$ cat config.mk
export PLATFORM = sky130hd
export DESIGN_NAME = amp_stream_reader
export DESIGN_NICKNAME = d
export VERILOG_FILES = /design/src/rtl/amp_stream_reader.sv
export SDC_FILE = /design/constraint.sdc
export NUM_CORES = 1
export LEC_CHECK = 0
export ABC_AREA = 0
export CAP_MARGIN = 30
export CORE_ASPECT_RATIO = 1.75
export CORE_MARGIN = 8
export CORE_UTILIZATION = 40
export DETAILED_ROUTE_END_ITERATION = 6
export DONT_BUFFER_PORTS = 1
export SYNTH_ARGS = -nofsm -noshare
export SYNTH_HDL_FRONTEND = slang
export SYNTH_SLANG_ARGS = --single-unit
$ cat constraint.sdc
create_clock -name clk -period 4.7 [get_ports clk]
set_input_delay 0.705 -clock clk [delete_from_list [all_inputs] [get_ports clk]]
set_output_delay 0.705 -clock clk [all_outputs]
set_load 0.005 [all_outputs]
$ cat src/rtl/amp_stream_reader.sv
// Captures an eight-entry amplitude bank on start and streams it over a valid/ready port,
// reporting the largest-magnitude entry once the whole snapshot has been transferred.
module amp_stream_reader #(
    parameter int NUM_AMP = 8,
    parameter int AMP_W   = 8
) (
    input  logic                    clk,
    input  logic                    rst,
    input  logic                    start,
    input  logic signed [AMP_W-1:0] i0,
    input  logic signed [AMP_W-1:0] i1,
    input  logic signed [AMP_W-1:0] i2,
    input  logic signed [AMP_W-1:0] i3,
    input  logic signed [AMP_W-1:0] i4,
    input  logic signed [AMP_W-1:0] i5,
    input  logic signed [AMP_W-1:0] i6,
    input  logic signed [AMP_W-1:0] i7,
    output logic                    busy,
    output logic                    s_valid,
    input  logic                    s_ready,
    output logic signed [AMP_W-1:0] s_data,
    output logic [2:0]              s_index,
    output logic                    s_last,
    output logic [2:0]              peak_index,
    output logic [AMP_W-1:0]        peak_mag,
    output logic                    peak_valid
);

    typedef enum logic [1:0] {
        ST_IDLE   = 2'd0,
        ST_STREAM = 2'd1,
        ST_DONE   = 2'd2
    } state_t;

    localparam logic [AMP_W-1:0] MAG_ONE  = {{(AMP_W-1){1'b0}}, 1'b1};
    localparam logic [AMP_W-1:0] MAG_ZERO = {AMP_W{1'b0}};
    localparam logic [2:0]       IDX_LAST = 3'd7;

    // Unsigned magnitude; the most negative value maps to 2^(AMP_W-1), which still fits.
    function automatic logic [AMP_W-1:0] abs_mag(input logic signed [AMP_W-1:0] a);
        logic [AMP_W-1:0] r;
        if (a[AMP_W-1]) begin
            r = (~a) + MAG_ONE;
        end else begin
            r = a;
        end
        return r;
    endfunction

    state_t                  state_r;
    logic signed [AMP_W-1:0] snap_r [NUM_AMP];
    logic [AMP_W-1:0]        run_mag_r;
    logic [2:0]              run_idx_r;

    logic [AMP_W-1:0]        word_mag_s;
    logic [AMP_W-1:0]        nxt_mag_s;
    logic [2:0]              nxt_idx_s;
    logic [2:0]              nxt_index_s;
    logic                    xfer_s;

    // Running-max update for the word currently on the port; ties keep the earlier index.
    always_comb begin
        word_mag_s  = abs_mag(s_data);
        nxt_index_s = s_index + 3'd1;
        xfer_s      = s_valid & s_ready;
        nxt_mag_s   = run_mag_r;
        nxt_idx_s   = run_idx_r;
        if (word_mag_s > run_mag_r) begin
            nxt_mag_s = word_mag_s;
            nxt_idx_s = s_index;
        end else begin
            nxt_mag_s = run_mag_r;
            nxt_idx_s = run_idx_r;
        end
    end

    // Control FSM with all port outputs held in registers.
    always_ff @(posedge clk or negedge rst) begin
        if (!rst) begin
            state_r    <= ST_IDLE;
            busy       <= 1'b0;
            s_valid    <= 1'b0;
            s_data     <= {AMP_W{1'b0}};
            s_index    <= 3'd0;
            s_last     <= 1'b0;
            peak_index <= 3'd0;
            peak_mag   <= MAG_ZERO;
            peak_valid <= 1'b0;
            run_mag_r  <= MAG_ZERO;
            run_idx_r  <= 3'd0;
            for (int k = 0; k < NUM_AMP; k++) begin
                snap_r[k] <= {AMP_W{1'b0}};
            end
        end else begin
            case (state_r)
                ST_IDLE: begin
                    if (start) begin
                        snap_r[0]  <= i0;
                        snap_r[1]  <= i1;
                        snap_r[2]  <= i2;
                        snap_r[3]  <= i3;
                        snap_r[4]  <= i4;
                        snap_r[5]  <= i5;
                        snap_r[6]  <= i6;
                        snap_r[7]  <= i7;
                        s_data     <= i0;
                        s_index    <= 3'd0;
                        s_last     <= 1'b0;
                        s_valid    <= 1'b1;
                        busy       <= 1'b1;
                        run_mag_r  <= MAG_ZERO;
                        run_idx_r  <= 3'd0;
                        peak_valid <= 1'b0;
                        state_r    <= ST_STREAM;
                    end else begin
                        state_r <= ST_IDLE;
                    end
                end
                ST_STREAM: begin
                    if (xfer_s) begin
                        run_mag_r <= nxt_mag_s;
                        run_idx_r <= nxt_idx_s;
                        if (s_last) begin
                            s_valid    <= 1'b0;
                            busy       <= 1'b0;
                            s_last     <= 1'b0;
                            peak_index <= nxt_idx_s;
                            peak_mag   <= nxt_mag_s;
                            peak_valid <= 1'b1;
                            state_r    <= ST_DONE;
                        end else begin
                            s_index <= nxt_index_s;
                            s_data  <= snap_r[nxt_index_s];
                            s_last  <= (nxt_index_s == IDX_LAST);
                            state_r <= ST_STREAM;
                        end
                    end else begin
                        state_r <= ST_STREAM;
                    end
                end
                ST_DONE: begin
                    state_r <= ST_IDLE;
                end
                default: begin
                    state_r    <= ST_IDLE;
                    busy       <= 1'b0;
                    s_valid    <= 1'b0;
                    s_last     <= 1'b0;
                    peak_valid <= 1'b0;
                end
            endcase
        end
    end

endmodule
==> results of run 1 <==
## layout make-up
type | count | area (sq um)
inverters | 13 | 48.80
repair buffers | 6 | 65.06
clock buffers | 9 | 225.2
fillers | 1146 | 6894
well taps | 168 | 210.2
multi-input cells | 255 | 2310
diodes | 2 | 5.005
clock inverters | 6 | 53.80
flip-flops and latches | 102 | 2552
## kinds of logic (layout without fill, tap and decap cells)
| family | count (synthesis) | count (layout) |
|---|---|---|
| XOR/XNOR | 6 | 6 |
| adder cells (fa/ha/maj) | 11 | 11 |
| other | 0 | 2 |
| AO/OA/AOI/OAI | 63 | 63 |
| AND/OR/NAND/NOR | 75 | 75 |
| flip-flops | 102 | 102 |
| buffers and inverters | 38 | 34 |
| multiplexers | 100 | 100 |
## layer usage
metal,wire length [microns],up-vias
li1,-,1399
met5,0,-
met2,6356,68
met1,4255,1472
met4,262,0
met3,617,11
## worst paths after layout
| check | start | to | slack (ps) | cells past startpoint |
|---|---|---|---|---|
| hold / removal | rst | snap_r[16] | 50 | 0 |
| hold reg to reg | snap_r[11] | snap_r[11] | 480 | 1 |
| min in group clk | snap_r[11] | snap_r[11] | 480 | 1 |
| max in group asynchronous | rst | run_mag_r[3] | 4490 | 0 |
| setup / recovery | s_data[0] | run_idx_r[2] | 1330 | 11 |
| setup reg to reg | s_data[0] | run_idx_r[2] | 1330 | 11 |
## where the power goes
group          internal, uW  switching, uW  total, uW
Clock                   367            343        710
Combinational          1060           1090       2150
Sequential             1300            308       1610
Total                  2730           1740       4470
## sequential cells by signal (all words and copies together), names as in the netlist
name and count:
snap_r 64, s_index 3, run_mag_r 8, peak_mag 8
peak_valid 1, s_data 8, s_last 1, run_idx_r 3
state_r 2, peak_index 3, s_valid 1
## synth_stat cells, types with 6 or more instances
cell type	number
a21oi_1	11
buf_2	15
clkbuf_1	6
dfrtp_1	102
ha_1	11
inv_1	12
mux2_1	41
mux2_2	25
mux2_4	10
mux2i_1	8
mux4_2	16
nand2_1	27
nand3_1	6
nor2_1	15
nor2b_1	6
nor3_1	6
o21ai_1	27
o31ai_1	7
## metrics by stage
| step | hold slack, ps | instance area (sq um) |
|---|---|---|
| 3_3_place_gp | 412.9 | 5159 |
| 2_1_floorplan | 409.4 | 5044 |
| 5_1_grt | 28.96 | 5470 |
| 3_5_place_dp | 412.8 | 5159 |
| 4_1_cts | 37.22 | 5438 |
| 6_report | 52.97 | 5470 |
==> out/metrics.cfg, run 1 <==
[yosys]
synth-seq-cells = 102
synthAdderAreaFrac = 0.02729
ys.flop_type = dfrtp_1
synth_cell_types = 42
synthTopCellsByArea = dfrtp_1 51%, mux2_1 9.2%, mux4_2 7.1%
syn_nets = 474
synth_compound_area_frac = 0.07591
ys_warn_count = 0
synth-edff-count = 0
async_reset_ff_frac = 1.000
synth_top_family_by_area = multiplexers
yosys.area_share.xor_xnor = 0.01414
yosys.area.top_type = dfrtp_1
synth_area_per_cell_sq_um = 12.77
ys_seq_area_frac = 0.5061
synthCells = 395
synth_top_area_share = 0.5061
synth-simple-area-share = 0.07492
syn_area_sq_um = 5044
synth.area.mux_share = 0.2645

[power]
p_total_uw = 4466
peakVddDrop_mv = 0.2752
p_leak_uw = 0.002326
power.density_nw_per_um2 = 816.5

[worst_setup_path]
worst_setup_path_end_kind = flop
worstSetupPathType = flop to flop
cp-start-kind = flop
path_buf_inv = 2
critPathMaxStageDelay_ps = 690
path_max_fanout = 12
crit_family = compound AO/OA/AOI/OAI gates
required_ps = 4920
arrival_ps = 3590
crit_path_top_delay_cell = o2111ai_2
path_cells = inv_1 > ha_1 > nand2_1 > o21ai_0 > ha_1 > nor2b_2 > o211ai_1 > a211oi_2 > buf_4 > o2111ai_2 > mux2_1
path_common_cell = ha_1

[floorplan]
die_x_microns = 100.9
pin_count = 94
row_count = 54
initial_core_util = 0.4079
die_area_sq_um = 16600
die_h_microns = 164.5
coreArea_sq_um = 12360

[placed_design]
pre_cts_slack_ps = 1313
gp_congestion = 0.7717
placed_cells_incl_taps = 543
portBuffers = 0
hpwl_microns = 8492

[global_route]
grt_max_degree = 103
grt_pass1_vias = 3331
use_met2 = 0.2760
grt_use_met3 = 0.04052
grt-busiest-layer = met2
track_usage = 0.1480
grt_pass1_wl_microns = 18510
overflow = 0
met1_usage = 0.1488
antenna_found_initial = 2

[timing]
worst_slack_ps = 1332
timing.final.hold_violations = 0
tightest_slew_ps = 864.6
rsz0062_at_grt = false
period_share = 0.7166
min_period_ps = 3368
max_freq_ghz = 0.2969
setup_tns_ps = 0
finalClockSkew_ps = 7.941
finalSetupViolations = 0
slew_headroom = 0.4236
slew_viol_final = 0

[finish]
fin_util = 0.4424
drive_gt1_frac = 0.2123
area_delta_synth_final_pct = 8.460
final_cell_mix = 102 x dfrtp_1, 41 x mux2_1, 27 x o21ai_1, 27 x nand2_1, 25 x mux2_2
num-nets-final = 466
stdcell_count = 561
final_common_cell = dfrtp_1

[flow_run]
maxCapViolations = 0

[cts]
clkLatencyLatePin_ps = 340
cts_tree = built
cts-root-buf = clkbuf_16
cts_setup_buffers = 0
cts_sinks = 102
path_clk_slew_ps = 70
ctsHtreeMaxLevel = 3
postCtsHoldBufs = 0
clock_path_buffers = 2
cts_inserted_buffers = 9
cts_resized = 0

[drt]
avgRoutedWirePerCell_microns = 20.48
routed_wl_microns = 11490
routed_via_density = 5.258
drc = 0
dr.pass1.iters = 4
drtIter0Drc = 83
drtAntennaViolNets = 0
num_vias = 2950

[hold_path]
hold_class = primary input to asynchronous set/reset pin

[status]
status = complete, no violations

Power figures use the tool's default switching activity.
==> run 2: changes to the inputs <==
==> constraint.sdc (replaced) <==
create_clock -name clk -period 2.8 [get_ports clk]
set_input_delay 0.42 -clock clk [delete_from_list [all_inputs] [get_ports clk]]
set_output_delay 0.42 -clock clk [all_outputs]
set_load 0.005 [all_outputs]
==> out/metrics.cfg, run 2 (synthesis gave the netlist of run 1 again) <==
[status]
status = finished, violations left
violations = negative hold slack

[global_route]
track_usage = 0.1460  ; -0.002052
grt_pass1_vias = 3416  ; +2.6%
grt_max_degree = 103  ; unchanged
overflow = 0  ; unchanged
grt_use_met3 = 0.04474  ; +0.004221
grt-busiest-layer = met2
antenna_found_initial = 3  ; +1
met1_usage = 0.1412  ; -0.007649
grt_pass1_wl_microns = 18330  ; -0.97%
use_met2 = 0.2766  ; +0.0006053

[worst_setup_path]
crit_path_top_delay_cell = dfrtp_1
arrival_ps = 3000  ; -590 ps
path_cells = or3_4 > o31ai_4 > xnor2_2 > ha_1 > nand4_4 > nor2_4 > a211oi_4 > o2111ai_4 > clkbuf_16 > mux2_4
r2r-start = s_data[1]
critPathMaxStageDelay_ps = 390  ; -300 ps
reg2reg_to = run_mag_r[0]
required_ps = 3030  ; -1890 ps
ff2ff_path_depth = 10  ; -1
cp-start-kind = flop
worst_setup_path_end_kind = flop
worst-r2r-setup-slack_ps = 30  ; -1300 ps
worstSetupPathType = flop to flop
path_max_fanout = 5  ; -7

[timing]
rsz0062_at_grt = true
worst_hold_slack_ps = -239.6  ; -292.6 ps
slew_viol_final = 0  ; unchanged
setup_tns_ps = 0  ; unchanged
finalSetupViolations = 0  ; unchanged
finalClockSkew_ps = 8.079  ; +0.1385 ps
min_period_ps = 2773  ; -595.3 ps
timing.final.hold_violations = 102  ; +102
slew_headroom = 0.6147  ; +0.1911
period_share = 0.9902  ; +0.2736
tightest_slew_ps = 578.0  ; -286.6 ps
max_freq_ghz = 0.3607  ; +21%

[flow_run]
maxCapViolations = 0  ; unchanged

[cts]
path_clk_slew_ps = 80  ; about the same
clock_path_buffers = 2  ; unchanged
cts_tree = built
ctsHtreeMaxLevel = 3  ; unchanged
cts_sinks = 102  ; unchanged
cts_inserted_buffers = 9  ; unchanged
clkLatencyLatePin_ps = 350  ; about the same
cts-root-buf = clkbuf_16

[finish]
area_delta_synth_final_pct = 13.12
regMostFlops = snap_r
final_common_cell = dfrtp_1
fin_util = 0.4614  ; +0.01902
final_cell_mix = 102 x dfrtp_1, 40 x mux2_1, 27 x nand2_1, 26 x o21ai_1, 25 x mux2_2
drive_gt1_frac = 0.2629  ; +0.05062
largest_reg_flops = 64  ; unchanged
num-nets-final = 482  ; +3.4%

[power]
power.internal_uw = 4899  ; +80%
power.density_nw_per_um2 = 1399  ; +71%
p_leak_uw = 0.002443  ; +5.0%
peakVddDrop_mv = 0.5463  ; +98%
comb_power_share = 0.518  ; +0.037
p_total_uw = 7980  ; +79%
clock_power_share = 0.150  ; -0.009
p_seq_frac = 0.332  ; -0.028
switchingPower_uw = 3081  ; +77%
p_sw_frac = 0.3861  ; -0.003460

[drt]
routed_wl_microns = 11450  ; -0.34%
routed_via_density = 5.279  ; +0.38%
drc = 0  ; unchanged
num_vias = 3051  ; +3.4%
dr.pass1.iters = 4  ; unchanged
drtAntennaViolNets = 0  ; unchanged
drtIter0Drc = 71  ; -14%
avgRoutedWirePerCell_microns = 19.81  ; -3.3%

[floorplan]
die_x_microns = 100.9  ; unchanged
initial_core_util = 0.4079  ; unchanged
coreArea_sq_um = 12360  ; unchanged
die_h_microns = 164.5  ; unchanged
row_count = 54  ; unchanged
pin_count = 94  ; unchanged
die_area_sq_um = 16600  ; unchanged

[placed_design]
portBuffers = 0  ; unchanged
hpwl_microns = 8610  ; +1.4%
gp_congestion = 0.7486  ; -3.0%

[hold_path]
hold_class = primary input to asynchronous set/reset pin

-- run 2: timing repair --
action	CTS	global route
hold endpoints to repair	102	102
resized for setup	0	15
buffers inserted	0	2
endpoints found under the setup margin	0	15
-- run 2: through the flow --
step	cells	setup slack, ps	cell area, sq um
5_1_grt	578	-107.8	5705
6_report	578	27.43	5705
3_3_place_gp	557	108.8	5289
3_5_place_dp	557	35.69	5289
4_1_cts	572	5.703	5568
2_1_floorplan	395	125.5	5044
-- run 2: per-layer routing --
layer,vias up,share of wire
li1,1441,-
met1,1535,0.36
met2,66,0.58
met3,9,0.053
met4,0,0.014
met5,-,0
-- run 2: how the worst max path moves through the flow --
stage	from	to
detailed placement	s_data[1]	run_idx_r[2]
CTS	s_data[1]	run_idx_r[2]
floorplan	s_data[1]	run_idx_r[0]
global placement	s_data[1]	run_idx_r[2]
global route	s_data[2]	run_mag_r[3]
finish	s_data[1]	run_mag_r[0]
-- run 2: worst max-delay path: cells and delay by family, from the launching register on --
| family | cells | cell delay (ps) |
|---|---|---|
| simple gates | 3 | 690 |
| fa+ha+maj | 1 | 360 |
| mux | 1 | 290 |
| xor+xnor | 1 | 100 |
| flops | 1 | 390 |
| buf+inv | 1 | 210 |
| compound gates | 3 | 610 |
-- run 2: cell type report --
type                    instances  area [sq um]
diodes                          3         7.507
clock buffers                   9         225.2
clock inverters                 6         53.80
flip-flops and latches        102          2552
fillers                      1144          6659
repair buffers                 22         207.7
inverters                      13         48.80
multi-input cells             255          2400
well taps                     168         210.2
-- run 2: power groups by stage --
stage | registers (uW) | clock network, uW | logic, uW
after floorplan | 2530 | 0 | 3000
after global placement | 2630 | 0 | 3850
after detailed placement | 2680 | 0 | 3910
after CTS | 2650 | 1240 | 3920
after global routing | 2760 | 1290 | 4570
final | 2650 | 1200 | 4140
==> run 3: changes to the inputs <==
--- a/config.mk
+++ b/config.mk
@@ -9,9 +9,10 @@
 export CAP_MARGIN = 30
 export CORE_ASPECT_RATIO = 1.75
 export CORE_MARGIN = 8
-export CORE_UTILIZATION = 40
+export CORE_UTILIZATION = 55
 export DETAILED_ROUTE_END_ITERATION = 6
 export DONT_BUFFER_PORTS = 1
+export PLACE_DENSITY = 0.73
 export SYNTH_ARGS = -nofsm -noshare
 export SYNTH_HDL_FRONTEND = slang
 export SYNTH_SLANG_ARGS = --single-unit
==> out/metrics.cfg, run 3 (synthesis gave the netlist of run 1 again) <==
[power]
peakVddDrop_mv = 0.9300  ; +70%
p_leak_uw = 0.002477  ; +1.4%
power.density_nw_per_um2 = 1469  ; +5.0%

[finish]
fillers = 685  ; -40%
num-nets-final = 486  ; +0.83%
fin_area_sq_um = 5729  ; +0.42%
area_delta_synth_final_pct = 13.59
fin_util = 0.6381  ; +0.1767
drive_gt1_frac = 0.2937  ; +0.03079
largest_reg_flops = 64  ; unchanged
regMostFlops = snap_r
final_cell_mix = 102 x dfrtp_1, 40 x mux2_1, 26 x nand2_1, 26 x o21ai_1, 25 x mux2_2
final_common_cell = dfrtp_1

[status]
violations = negative hold slack
status = finished, violations left

[timing]
worst_slack_ps = 4.899  ; -22.53 ps
slew_headroom = 0.6104  ; -0.004304
finalClockSkew_ps = 10.29  ; +2.212 ps
slew_viol_final = 0  ; unchanged
worst_hold_slack_ps = -239.3  ; +0.3610 ps
tightest_slew_ps = 584.5  ; +6.457 ps
max_freq_ghz = 0.3578  ; -0.81%
finalSetupViolations = 0  ; unchanged
timing.final.hold_violations = 102  ; unchanged
period_share = 0.9983  ; +0.008047
min_period_ps = 2795  ; +22.53 ps
setup_tns_ps = 0  ; unchanged
rsz0062_at_grt = true

[floorplan]
die_h_microns = 142.7  ; -13%
row_count = 46  ; -15%
pin_count = 94  ; unchanged
coreArea_sq_um = 8979  ; -27%
initial_core_util = 0.5617  ; +0.1538
die_x_microns = 88.39  ; -12%
die_area_sq_um = 12610  ; -24%

[drt]
dr.pass1.iters = 6  ; +2
num_vias = 3147  ; +3.1%
drc = 0  ; unchanged
routed_via_density = 5.882  ; +11%
drtIter0Drc = 99  ; +39%
avgRoutedWirePerCell_microns = 21.46  ; +8.3%
routed_wl_microns = 11480  ; +0.25%
drtAntennaViolNets = 0  ; unchanged

[cts]
cts_sinks = 102  ; unchanged
clkLatencyLatePin_ps = 350  ; about the same
cts_inserted_buffers = 9  ; unchanged
clock_path_buffers = 2  ; unchanged
path_clk_slew_ps = 70  ; about the same
ctsHtreeMaxLevel = 3  ; unchanged
cts-root-buf = clkbuf_16
cts_tree = built

[flow_run]
maxCapViolations = 0  ; unchanged

[placed_design]
gp_congestion = 0.8160  ; +9.0%
place_area_sq_um = 5189  ; -1.9%
pre_cts_slack_ps = -41.85  ; -77.54 ps
hpwl_microns = 8244  ; -4.3%
portBuffers = 0  ; unchanged

[global_route]
grt_max_degree = 103  ; unchanged
use_met2 = 0.3436  ; +0.06698
grt-busiest-layer = met2
overflow = 0  ; unchanged
grt_pass1_wl_microns = 17930  ; -2.2%
track_usage = 0.1901  ; +0.04415
antenna_found_initial = 3  ; unchanged
grt_use_met3 = 0.06045  ; +0.01570
met1_usage = 0.1847  ; +0.04353
grt_pass1_vias = 3455  ; +1.1%

[worst_setup_path]
arrival_ps = 3020  ; +20 ps
cp-start-kind = flop
path_max_fanout = 6  ; +1
worst_setup_path_end_kind = flop
worstSetupPathType = flop to flop
required_ps = 3030  ; about the same

[hold_path]
hold_class = primary input to asynchronous set/reset pin

[run 3: through the flow]
stage | cells | power (uW) | hold WS (ps)
floorplan | 395 | 5524 | 124.4
global placement | 507 | 6316 | 128.6
detailed placement | 507 | 6516 | 127.9
CTS | 523 | 7893 | -247.3
global route | 535 | 8985 | -251.7
finish | 535 | 8417 | -239.3
[run 3: area by class of cell]
type                            count  area, sq um  area share
Inverter                           13        48.80    0.008517
Sequential cell                   102         2552      0.4455
Multi-Input combinational cell    255         2460      0.4294
Timing Repair Buffer               26        206.4     0.03603
Tap cell                          120        150.1     0.02621
Clock buffer                        9        225.2     0.03931
Antenna cell                        3        7.507    0.001310
Clock inverter                      7        78.83     0.01376
[run 3: where the power goes]
group / internal (uW) / switching [uW] / leakage [uW]
clock: 704 / 572 / 0.000144
sequential: 2180 / 487 / 0.00124
combinational: 2260 / 2210 / 0.00109
[run 3: final timing paths]
path                                 start      endpoint  slack (ps)  cells after the start
worst max-delay path             s_data[1]  run_mag_r[0]           5                     10
worst min-delay path                   rst  run_mag_r[4]        -240                      0
worst max register to register   s_data[1]  run_mag_r[0]           5                     10
worst min register to register  snap_r[51]    snap_r[51]         480                      1
max in group asynchronous              rst        s_last        2890                      0
min in group clk                     i2[5]    snap_r[45]         200                      1
[run 3: timing repair]
action,CTS,global route
setup endpoints to repair,11,21
gates resized for setup,6,23
setup buffers,0,9
hold endpoints to repair,102,102
gates cloned,0,0
pin swaps,1,11
[run 3: metal layers]
layer,wire (microns),part of all wire
met5,0,0
met4,467,0.041
met3,878,0.076
met2,6285,0.55
met1,3850,0.34
[run 3: critical path, stage by stage, from the launching register on]
cell and delay, ps:
dfrtp_1 420, or3_4 430, o31ai_4 220, xnor2_2 150, ha_4 320, nand4_4 110, buf_6 160, a211oi_4 220
o2111ai_4 170, buf_6 180, mux2_4 290
